--- src/rtl/booth_multiplier_seq_if.sv ---
// rtl/booth_multiplier_seq_if.sv - start/ready operand and product bundle for the Booth multiplier
interface booth_multiplier_seq_if #(
    parameter int N = 16
);
    logic             start;
    logic [N-1:0]     multiplicand;
    logic [N-1:0]     multiplier;
    logic [2*N-1:0]   product;
    logic             busy;
    logic             ready;

    // Requester side: issues operands, observes result and status
    modport master (
        output start, multiplicand, multiplier,
        input  product, busy, ready
    );

    // Multiplier side
    modport slave (
        input  start, multiplicand, multiplier,
        output product, busy, ready
    );
endinterface

--- src/rtl/booth_multiplier_seq.sv ---
// rtl/booth_multiplier_seq.sv - sequential signed radix-2 Booth multiplier, N steps per product
module booth_multiplier_seq #(
    parameter int N  = 16,
    parameter int CW = 5
) (
    input  logic                 clk,
    input  logic                 rst,
    booth_multiplier_seq_if.slave bus
);
    typedef enum logic [1:0] {
        S_IDLE = 2'd0,
        S_RUN  = 2'd1,
        S_DONE = 2'd2
    } state_t;

    localparam logic [CW-1:0] LAST_STEP = CW'(N - 1);

    state_t          state_q, state_d;
    // A and M carry one guard bit so that negating M = -2^(N-1) cannot overflow
    logic [N:0]      m_q, m_d;
    logic [N:0]      a_q, a_d;
    logic [N-1:0]    q_q, q_d;
    logic            q1_q, q1_d;
    logic [CW-1:0]   cnt_q, cnt_d;
    logic [2*N-1:0]  product_q, product_d;
    logic            busy_q, busy_d;
    logic            ready_q, ready_d;
    logic [N:0]      sum;
    logic            load;

    // Booth recoding of the current multiplier bit pair selects add, subtract or hold
    always_comb begin
        sum = a_q;
        case ({q_q[0], q1_q})
            2'b01:   sum = a_q + m_q;
            2'b10:   sum = a_q - m_q;
            default: sum = a_q;
        endcase
    end

    // Next-state and datapath control; new operands may be taken in IDLE or in DONE
    always_comb begin
        state_d   = state_q;
        m_d       = m_q;
        a_d       = a_q;
        q_d       = q_q;
        q1_d      = q1_q;
        cnt_d     = cnt_q;
        product_d = product_q;
        busy_d    = busy_q;
        ready_d   = 1'b0;
        load      = 1'b0;

        case (state_q)
            S_IDLE: begin
                load = bus.start;
            end
            S_RUN: begin
                // Arithmetic shift right of {A, Q, q_1} after the add/subtract
                a_d   = {sum[N], sum[N:1]};
                q_d   = {sum[0], q_q[N-1:1]};
                q1_d  = q_q[0];
                cnt_d = cnt_q + 1'b1;
                if (cnt_q == LAST_STEP) begin
                    state_d = S_DONE;
                end
            end
            S_DONE: begin
                product_d = {a_q[N-1:0], q_q};
                ready_d   = 1'b1;
                busy_d    = 1'b0;
                state_d   = S_IDLE;
                load      = bus.start;
            end
            default: begin
                state_d = S_IDLE;
            end
        endcase

        if (load) begin
            m_d     = {bus.multiplicand[N-1], bus.multiplicand};
            a_d     = '0;
            q_d     = bus.multiplier;
            q1_d    = 1'b0;
            cnt_d   = '0;
            busy_d  = 1'b1;
            state_d = S_RUN;
        end
    end

    // State register; reset aborts any operation in flight
    always_ff @(posedge clk or negedge rst) begin
        if (!rst) begin
            state_q <= S_IDLE;
        end else begin
            state_q <= state_d;
        end
    end

    // Datapath and output registers
    always_ff @(posedge clk or negedge rst) begin
        if (!rst) begin
            m_q       <= '0;
            a_q       <= '0;
            q_q       <= '0;
            q1_q      <= 1'b0;
            cnt_q     <= '0;
            product_q <= '0;
            busy_q    <= 1'b0;
            ready_q   <= 1'b0;
        end else begin
            m_q       <= m_d;
            a_q       <= a_d;
            q_q       <= q_d;
            q1_q      <= q1_d;
            cnt_q     <= cnt_d;
            product_q <= product_d;
            busy_q    <= busy_d;
            ready_q   <= ready_d;
        end
    end

    assign bus.product = product_q;
    assign bus.busy    = busy_q;
    assign bus.ready   = ready_q;
endmodule

--- src/flat_wrapper.sv ---
// flat-port wrapper written by rule: the top's interface ports become plain ports
module booth_multiplier_seq_flat 
#(
    parameter int N  = 16,
    parameter int CW = 5
)
  (clk, rst, bus_start, bus_multiplicand, bus_multiplier, bus_product, bus_busy, bus_ready);
  booth_multiplier_seq_if #(.N(N)) bus_i ();
  input  logic clk;
  input  logic rst;
  input wire logic [$bits(bus_i.start)-1:0] bus_start;
  input wire logic [$bits(bus_i.multiplicand)-1:0] bus_multiplicand;
  input wire logic [$bits(bus_i.multiplier)-1:0] bus_multiplier;
  output wire logic [$bits(bus_i.product)-1:0] bus_product;
  output wire logic [$bits(bus_i.busy)-1:0] bus_busy;
  output wire logic [$bits(bus_i.ready)-1:0] bus_ready;
  assign bus_i.start = bus_start;
  assign bus_i.multiplicand = bus_multiplicand;
  assign bus_i.multiplier = bus_multiplier;
  assign bus_product = bus_i.product;
  assign bus_busy = bus_i.busy;
  assign bus_ready = bus_i.ready;
  booth_multiplier_seq #(.N(N), .CW(CW)) u_core (.clk(clk), .rst(rst), .bus(bus_i));
endmodule
--- config.mk ---
export PLATFORM = sky130hd
export DESIGN_NAME = booth_multiplier_seq_flat
export DESIGN_NICKNAME = d
export VERILOG_FILES = /design/src/rtl/booth_multiplier_seq_if.sv /design/src/rtl/booth_multiplier_seq.sv /design/src/flat_wrapper.sv
export SDC_FILE = /design/constraint.sdc
export NUM_CORES = 1
export LEC_CHECK = 0
export CORE_ASPECT_RATIO = 0.75
export CORE_MARGIN = 8
export CORE_UTILIZATION = 40
export DETAILED_ROUTE_END_ITERATION = 7
export HOLD_SLACK_MARGIN = 0.02
export PLACE_DENSITY_LB_ADDON = 0.15
export SYNTH_ARGS = -nofsm -noshare
export SYNTH_HDL_FRONTEND = slang
export SYNTH_SLANG_ARGS = --single-unit
export TNS_END_PERCENT = 50
--- constraint.sdc ---
create_clock -name clk -period 4 [get_ports clk]
set_clock_uncertainty 0.2 [all_clocks]
set_input_delay 0.8 -clock clk [delete_from_list [all_inputs] [get_ports clk]]
set_output_delay 0.8 -clock clk [all_outputs]
set_load 0.02 [all_outputs]
== After elaboration in Yosys (flattened, before gate mapping) ==
Index checks and enable logic that the tools add are counted.

* Logic and storage cells: 40
* Output and inout bits: 34
* Flip-flop bits (word level): 91
* Input bits: 35

* Reduce and logical (&&, ||, !) cells: 5
* Eq/ne operators: 7
* Mux-type cells: 16
* $add $sub $neg: 3

{| class="wikitable"
|+ Operator list
! operator !! count
|-
| two-way mux 17 bit || 2
|-
| one-hot mux 17 bit (2 select lines) || 1
|-
| two-way mux 16 bit || 2
|-
| adder 17 bit || 1
|-
| subtractor 17 bit || 1
|-
| two-way mux 5 bit || 2
|-
| two-way mux 1 bit || 6
|-
| adder 5 x 1 -> 5 bit, second input constant || 1
|-
| == test 5 x 4 -> 1 bit, second input constant || 1
|-
| == test 2 x 1 -> 1 bit, second input constant || 2
|-
| == test 2 bit, second input constant || 2
|-
| two-way mux 2 bit || 2
|-
| one-hot mux 2 bit (2 select lines) || 1
|-
| nonzero test 2 bit || 2
|-
| inequality test 3 x 1 -> 1 bit, second input constant || 1
|-
| logical NOT 2 bit || 1
|-
| inequality test 2 x 1 -> 1 bit, second input constant || 1
|-
| AND reduction 2 bit || 1
|-
| OR reduction 2 bit || 1
|}

== Longest topological paths before layout ==
Gate-level depths: netlist (run 1).

* Depth in word-level cells: 5
* Gate-level depth with buffers: 14
* Gate-level depth less buffers: 13

== Least setup slack after synthesis (run 1) ==
OpenSTA, ideal clock, no wires.

* Kind: register to register
* Start point: register u_core.q1_q
* End point: register u_core.a_q[15]
* Buffers on the path: 2
* Stages on the path, launching flop included: 13
* Setup time: 0.079 ns
* Slack: 1.008 ns
* Clock period less this slack: 2.992 ns
* Required time: 3.721 ns
* Data arrival time: 2.712 ns
* Cell sequence: dfrtp_1 > inv_1 > ha_1 > clkbuf_1 > clkbuf_1 > a21oi_1 > xnor2_1 > ha_1 > or4_4 > o211ai_4 > o21ai_2 > mux2i_1 > mux2i_1

* Longest elaborated chain between the ends: 4
* Elaborated cells on any way between the ends: 5
* Those cells by class: eq/ne (2); mux (3)

{| class="wikitable"
|+ Ends and longest elaborated chain
! what !! RTL line !! source
|-
| start, declared || booth_multiplier_seq.sv:23 || <nowiki>logic q1_q, q1_d;</nowiki>
|-
| start signal, assigned || booth_multiplier_seq.sv:115 || <nowiki>q1_q <= q1_d;</nowiki>
|-
| == test 2 bit / == test 2 x 1 -> 1 bit (equally long branches) || booth_multiplier_seq.sv:34 || <nowiki>case ({q_q[0], q1_q})</nowiki>
|-
| one-hot mux 17 bit (2 select lines) * || booth_multiplier_seq.sv:34 ||
|-
| two-way mux 17 bit * || booth_multiplier_seq.sv:54 || <nowiki>case (state_q)</nowiki>
|-
| two-way mux 17 bit * || booth_multiplier_seq.sv:80 || <nowiki>if (load) begin</nowiki>
|-
| end signal, assigned || booth_multiplier_seq.sv:104 || <nowiki>a_q <= '0;</nowiki>
|-
| end signal, assigned || booth_multiplier_seq.sv:113 || <nowiki>a_q <= a_d;</nowiki>
|-
| end, declared || booth_multiplier_seq.sv:21 || <nowiki>logic [N:0] a_q, a_d;</nowiki>
|}

Every way passes the cells marked *; elsewhere a longest branch is shown, timed or not. The select of a mux whose other input is x is not followed.
A chain may end at the register's enable or synchronous reset.

== Worst setup path after layout (run 1) ==
* Start point: register u_core.m_q[3]
* End point: register u_core.a_q[15]

* Longest elaborated chain between the ends: 4
* Elaborated cells on any way between the ends: 5
* Those cells by class: add/sub (2); mux (3)

{| class="wikitable"
|+ Ends and longest elaborated chain
! what !! RTL line !! source
|-
| start, declared || booth_multiplier_seq.sv:20 || <nowiki>logic [N:0] m_q, m_d;</nowiki>
|-
| start signal, assigned || booth_multiplier_seq.sv:112 || <nowiki>m_q <= m_d;</nowiki>
|-
| subtractor 17 bit / adder 17 bit (equally long branches) || booth_multiplier_seq.sv:36, booth_multiplier_seq.sv:35 ||
|-
| one-hot mux 17 bit (2 select lines) * || booth_multiplier_seq.sv:34 ||
|-
| two-way mux 17 bit * || booth_multiplier_seq.sv:54 ||
|-
| two-way mux 17 bit * || booth_multiplier_seq.sv:80 ||
|}

Marked as above.

==> results of run 1 <==
==> kinds of logic (layout without fill, tap and decap cells) <==
| kind of cell | Yosys count | after routing | synth area share |
|---|---|---|---|
| buf+inv | 35 | 102 | 0.0284 |
| compound gates | 119 | 119 | 0.165 |
| xor+xnor | 22 | 22 | 0.0405 |
| fa+ha+maj | 21 | 21 | 0.0568 |
| mux | 35 | 35 | 0.0818 |
| flops | 90 | 90 | 0.473 |
| simple gates | 166 | 166 | 0.154 |
==> final cells by class <==
class / count / area, um2
clock buffer: 11 / 243
tap: 162 / 203
timing repair buffer: 73 / 716
clock inverter: 5 / 37.5
fill: 1130 / 5730
multi-input combinational: 363 / 2380
inverter: 13 / 48.8
sequential: 90 / 2250
==> critical path, delay by kind of cell, from the launching register on <==
kind,cells,cell delay (ns)
XOR/XNOR,1,0.19
adder cells (fa/ha/maj),1,0.40
AO/OA/AOI/OAI,5,1.02
multiplexers,2,0.42
flip-flops,1,0.42
AND/OR/NAND/NOR,3,0.80
==> metrics by stage <==
step / cell area (um2) / util / instances / setup WS [ns] / hold WS [ns]
floorplan: 4760 / - / 488 / 1.01 / 0.249
global placement: 5600 / 0.482 / 701 / 0.694 / 0.261
finish: 5880 / 0.506 / 717 / 0.490 / 0.266
detailed placement: 5600 / 0.482 / 701 / 0.596 / 0.268
global route: 5880 / 0.506 / 717 / 0.113 / 0.309
CTS: 5880 / 0.506 / 717 / 0.537 / 0.285
==> sequential cells by signal, summed over array words and instances (netlist names) <==
register / cells
u_core.bus.busy: 1
u_core.bus.product: 32
u_core.q1_q: 1
u_core.state_q: 2
u_core.q_q: 16
u_core.a_q: 16
u_core.m_q: 16
u_core.bus.ready: 1
u_core.cnt_q: 5
==> layer usage <==
| metal | vias to the layer above | track usage | wire, um |
|---|---|---|---|
| met5 | - | 0 | 0 |
| met1 | 1794 | 0.232 | 6120 |
| li1 | 1855 | - | - |
| met4 | 0 | 0.0407 | 35 |
| met2 | 75 | 0.237 | 5210 |
| met3 | 2 | 0.0344 | 563 |
==> worst min path at each step <==
| stage | end | cells after the start |
|---|---|---|
| after global placement | u_core.bus.busy | 2 |
| after global routing | u_core.bus.product[2] | 1 |
| after floorplan | u_core.cnt_q[3] | 1 |
| after detailed placement | u_core.bus.busy | 2 |
| final | u_core.bus.product[2] | 1 |
| after CTS | u_core.bus.busy | 2 |
==> placed cells by master, fill, tap and decap left out, types with 6 or more instances in the layout <==
cell	synthesis	layout
sky130_fd_sc_hd__buf_4	0	6
sky130_fd_sc_hd__ha_1	20	20
sky130_fd_sc_hd__nand3_1	16	16
sky130_fd_sc_hd__clkbuf_16	0	9
sky130_fd_sc_hd__nor3_1	11	11
sky130_fd_sc_hd__nand2_1	97	97
sky130_fd_sc_hd__a21o_1	7	7
sky130_fd_sc_hd__o211ai_1	6	6
sky130_fd_sc_hd__o21a_1	6	6
sky130_fd_sc_hd__a22oi_1	17	17
sky130_fd_sc_hd__mux2_2	31	31
sky130_fd_sc_hd__inv_1	13	13
sky130_fd_sc_hd__nor2_1	20	19
sky130_fd_sc_hd__dfrtp_1	90	90
sky130_fd_sc_hd__o21ai_0	34	34
sky130_fd_sc_hd__a21oi_1	27	27
sky130_fd_sc_hd__xnor2_1	19	19
sky130_fd_sc_hd__clkdlybuf4s50_1	0	67
==> summary by stage, run 1 <==
Outcome
The run finished with clean final reports.

Route
The number of vias in the routed layout is 3,726. The count of nets left with antenna violations after detail routing is 0. After the first detailed-routing iteration, the DRC count stood at 194.

The detailed-routing iteration count for the pre-antenna-repair pass is 4. The total length of routed wires is 11.9 mm. After detailed routing, the number of vias per cell comes to 5.20. The routed wire length per instance is 16.6 um. For this run, design rule violations remaining after detail routing come to 0.

STA
The max-slew headroom at the worst pin is 0.332. Counting I/O delays and the setup requirement, the final critical path takes 3.51 ns. Setup repair after global routing left no endpoint under its margin. The max-slew violation count is 0.

Timing would allow up to 0.285 GHz. The final-report setup violation count is 0. The count of final hold-check violations is 0. The final-layout setup total negative slack is 0 ns. The transition at the pin with the smallest max-transition slack is 1.00 ns.

The ratio of final minimum period to clock period is 0.878.

Floorplanning
The core region is 11,600 um2. The I/O pin count is 69. The die is 110 um tall.

The horizontal die dimension is 142 um. The die covers 15,700 um2. The count of standard-cell rows is 34. The starting utilization of the core area is 0.410.

CTS
The TritonCTS clock tree is done. Gates resized during post-CTS repair numbered 0. The number of sinks on the clock net is 90.

The buffer depth of the longest clock path is 2. Clock tree synthesis selected as its root buffer the cell sky130_fd_sc_hd__clkbuf_16. The clock-pin transition on the worst setup and hold timing paths is 0.07 ns.

For the worst-skew pair, the clock arrives at the later sink with an insertion delay of 0.34 ns. The number of clock buffers added by TritonCTS is 9. The cts-stage hold buffer count is 0.

After clock tree synthesis, the setup repair step added 0 buffers. The maximum level of the CTS H-tree is 3.

Worst setup path
The critical path ends at u_core.a_q[15]. The most critical setup path has its startpoint at u_core.m_q[3]. The largest fanout of any net on the critical path is 6. For flop-to-flop paths, the worst setup slack is 0.49 ns. The data required time of the worst path is 4.07 ns.

STA classifies the critical path endpoint as a flip-flop. The signal on the critical path passes through nor3_1, a21oi_1, nor2_1, o21ai_0, xnor2_1, ha_1, nand2_1, o21ai_0, a31oi_1, o21ai_2, mux2i_1, mux2i_1. STA puts the critical path data arrival time at 3.58 ns.

The standard cell with the maximum stage delay on the critical path is sky130_fd_sc_hd__nor3_1. The worst setup path is launched from a flip-flop. The worst reg-to-reg path cell count is 12. The type of the worst setup path is flip-flop to flip-flop. The startpoint identified for the worst register-to-register timing path is u_core.m_q[3]. For this run, the slowest stage of the critical path takes 0.45 ns. The terminus of the critical flop-to-flop path is u_core.a_q[15].

Placement
The total half-perimeter wirelength after legalization and detailed placement is 8.72 mm. Routability-driven placement finished with a final weighted congestion of 0.819. The number of buffer cells added on primary ports is 68.

GRT
Entering global routing, the biggest net connects 47 pins. In the global route stage, overall resource usage came out at 0.161. The number of global-route vias before repair is 3,827. The remaining global-route overflow is 0.

The number of antenna violations at the first check in global routing is 0. The first global-routing pass estimated 20.2 mm of wire.

Synth
Yosys attributes the largest share of cell area to sky130_fd_sc_hd__dfrtp_1 (47%), sky130_fd_sc_hd__nand2_1 (7.7%), sky130_fd_sc_hd__mux2_2 (7.3%). The average instance area after synthesis is 9.75 um2. Of all flip-flops after synthesis, the portion carrying an async set or reset was 1.00. The most used flip-flop cell after synthesis is sky130_fd_sc_hd__dfrtp_1.

By count the netlist is led by sky130_fd_sc_hd__nand2_1 (97), sky130_fd_sc_hd__dfrtp_1 (90), sky130_fd_sc_hd__o21ai_0 (34), sky130_fd_sc_hd__mux2_2 (31), sky130_fd_sc_hd__a21oi_1 (27). The cell type contributing the most total cell area after synthesis is sky130_fd_sc_hd__dfrtp_1. Synthesis instantiated 44 different standard cells from the library. Counting flops and latches in the post-synthesis netlist gives 90. The portion of the post-synthesis area used by sequential elements is 0.473.

The number of nets produced by synthesis is 544. The synthesized design contains 0 enable-type register cells. The mapped netlist covers 4760 um2. The number of warning messages in the yosys log is 0. Synthesis handed over a netlist of 488 instances. The share of synthesized area in the top cell type comes to 0.473. The most instantiated library cell after synthesis is sky130_fd_sc_hd__nand2_1.

Final layout
The number of inserted diodes is 0. In the final design database the tool counted 606 nets. In the final layout, the share of cells above drive strength 1 is 0.114. The area growth from synthesis to layout is 23.6%.

Hold path
The path class of the tightest hold or removal check is primary input to async pin.

Job
Across the run, the number of max-cap violations was 0.
Power of run 1 is left out: the tool's default activity adds up to more than one toggle a clock period on the data nets, which glitch-free logic cannot reach.
==> inputs of run 2 (changes only) <==
CAP_MARGIN = 15   (was unset)
==> results of run 2 <==
No change in the layout: final DEF, timing and power equal those of run 1.
Power of run 2 is left out for the same reason.
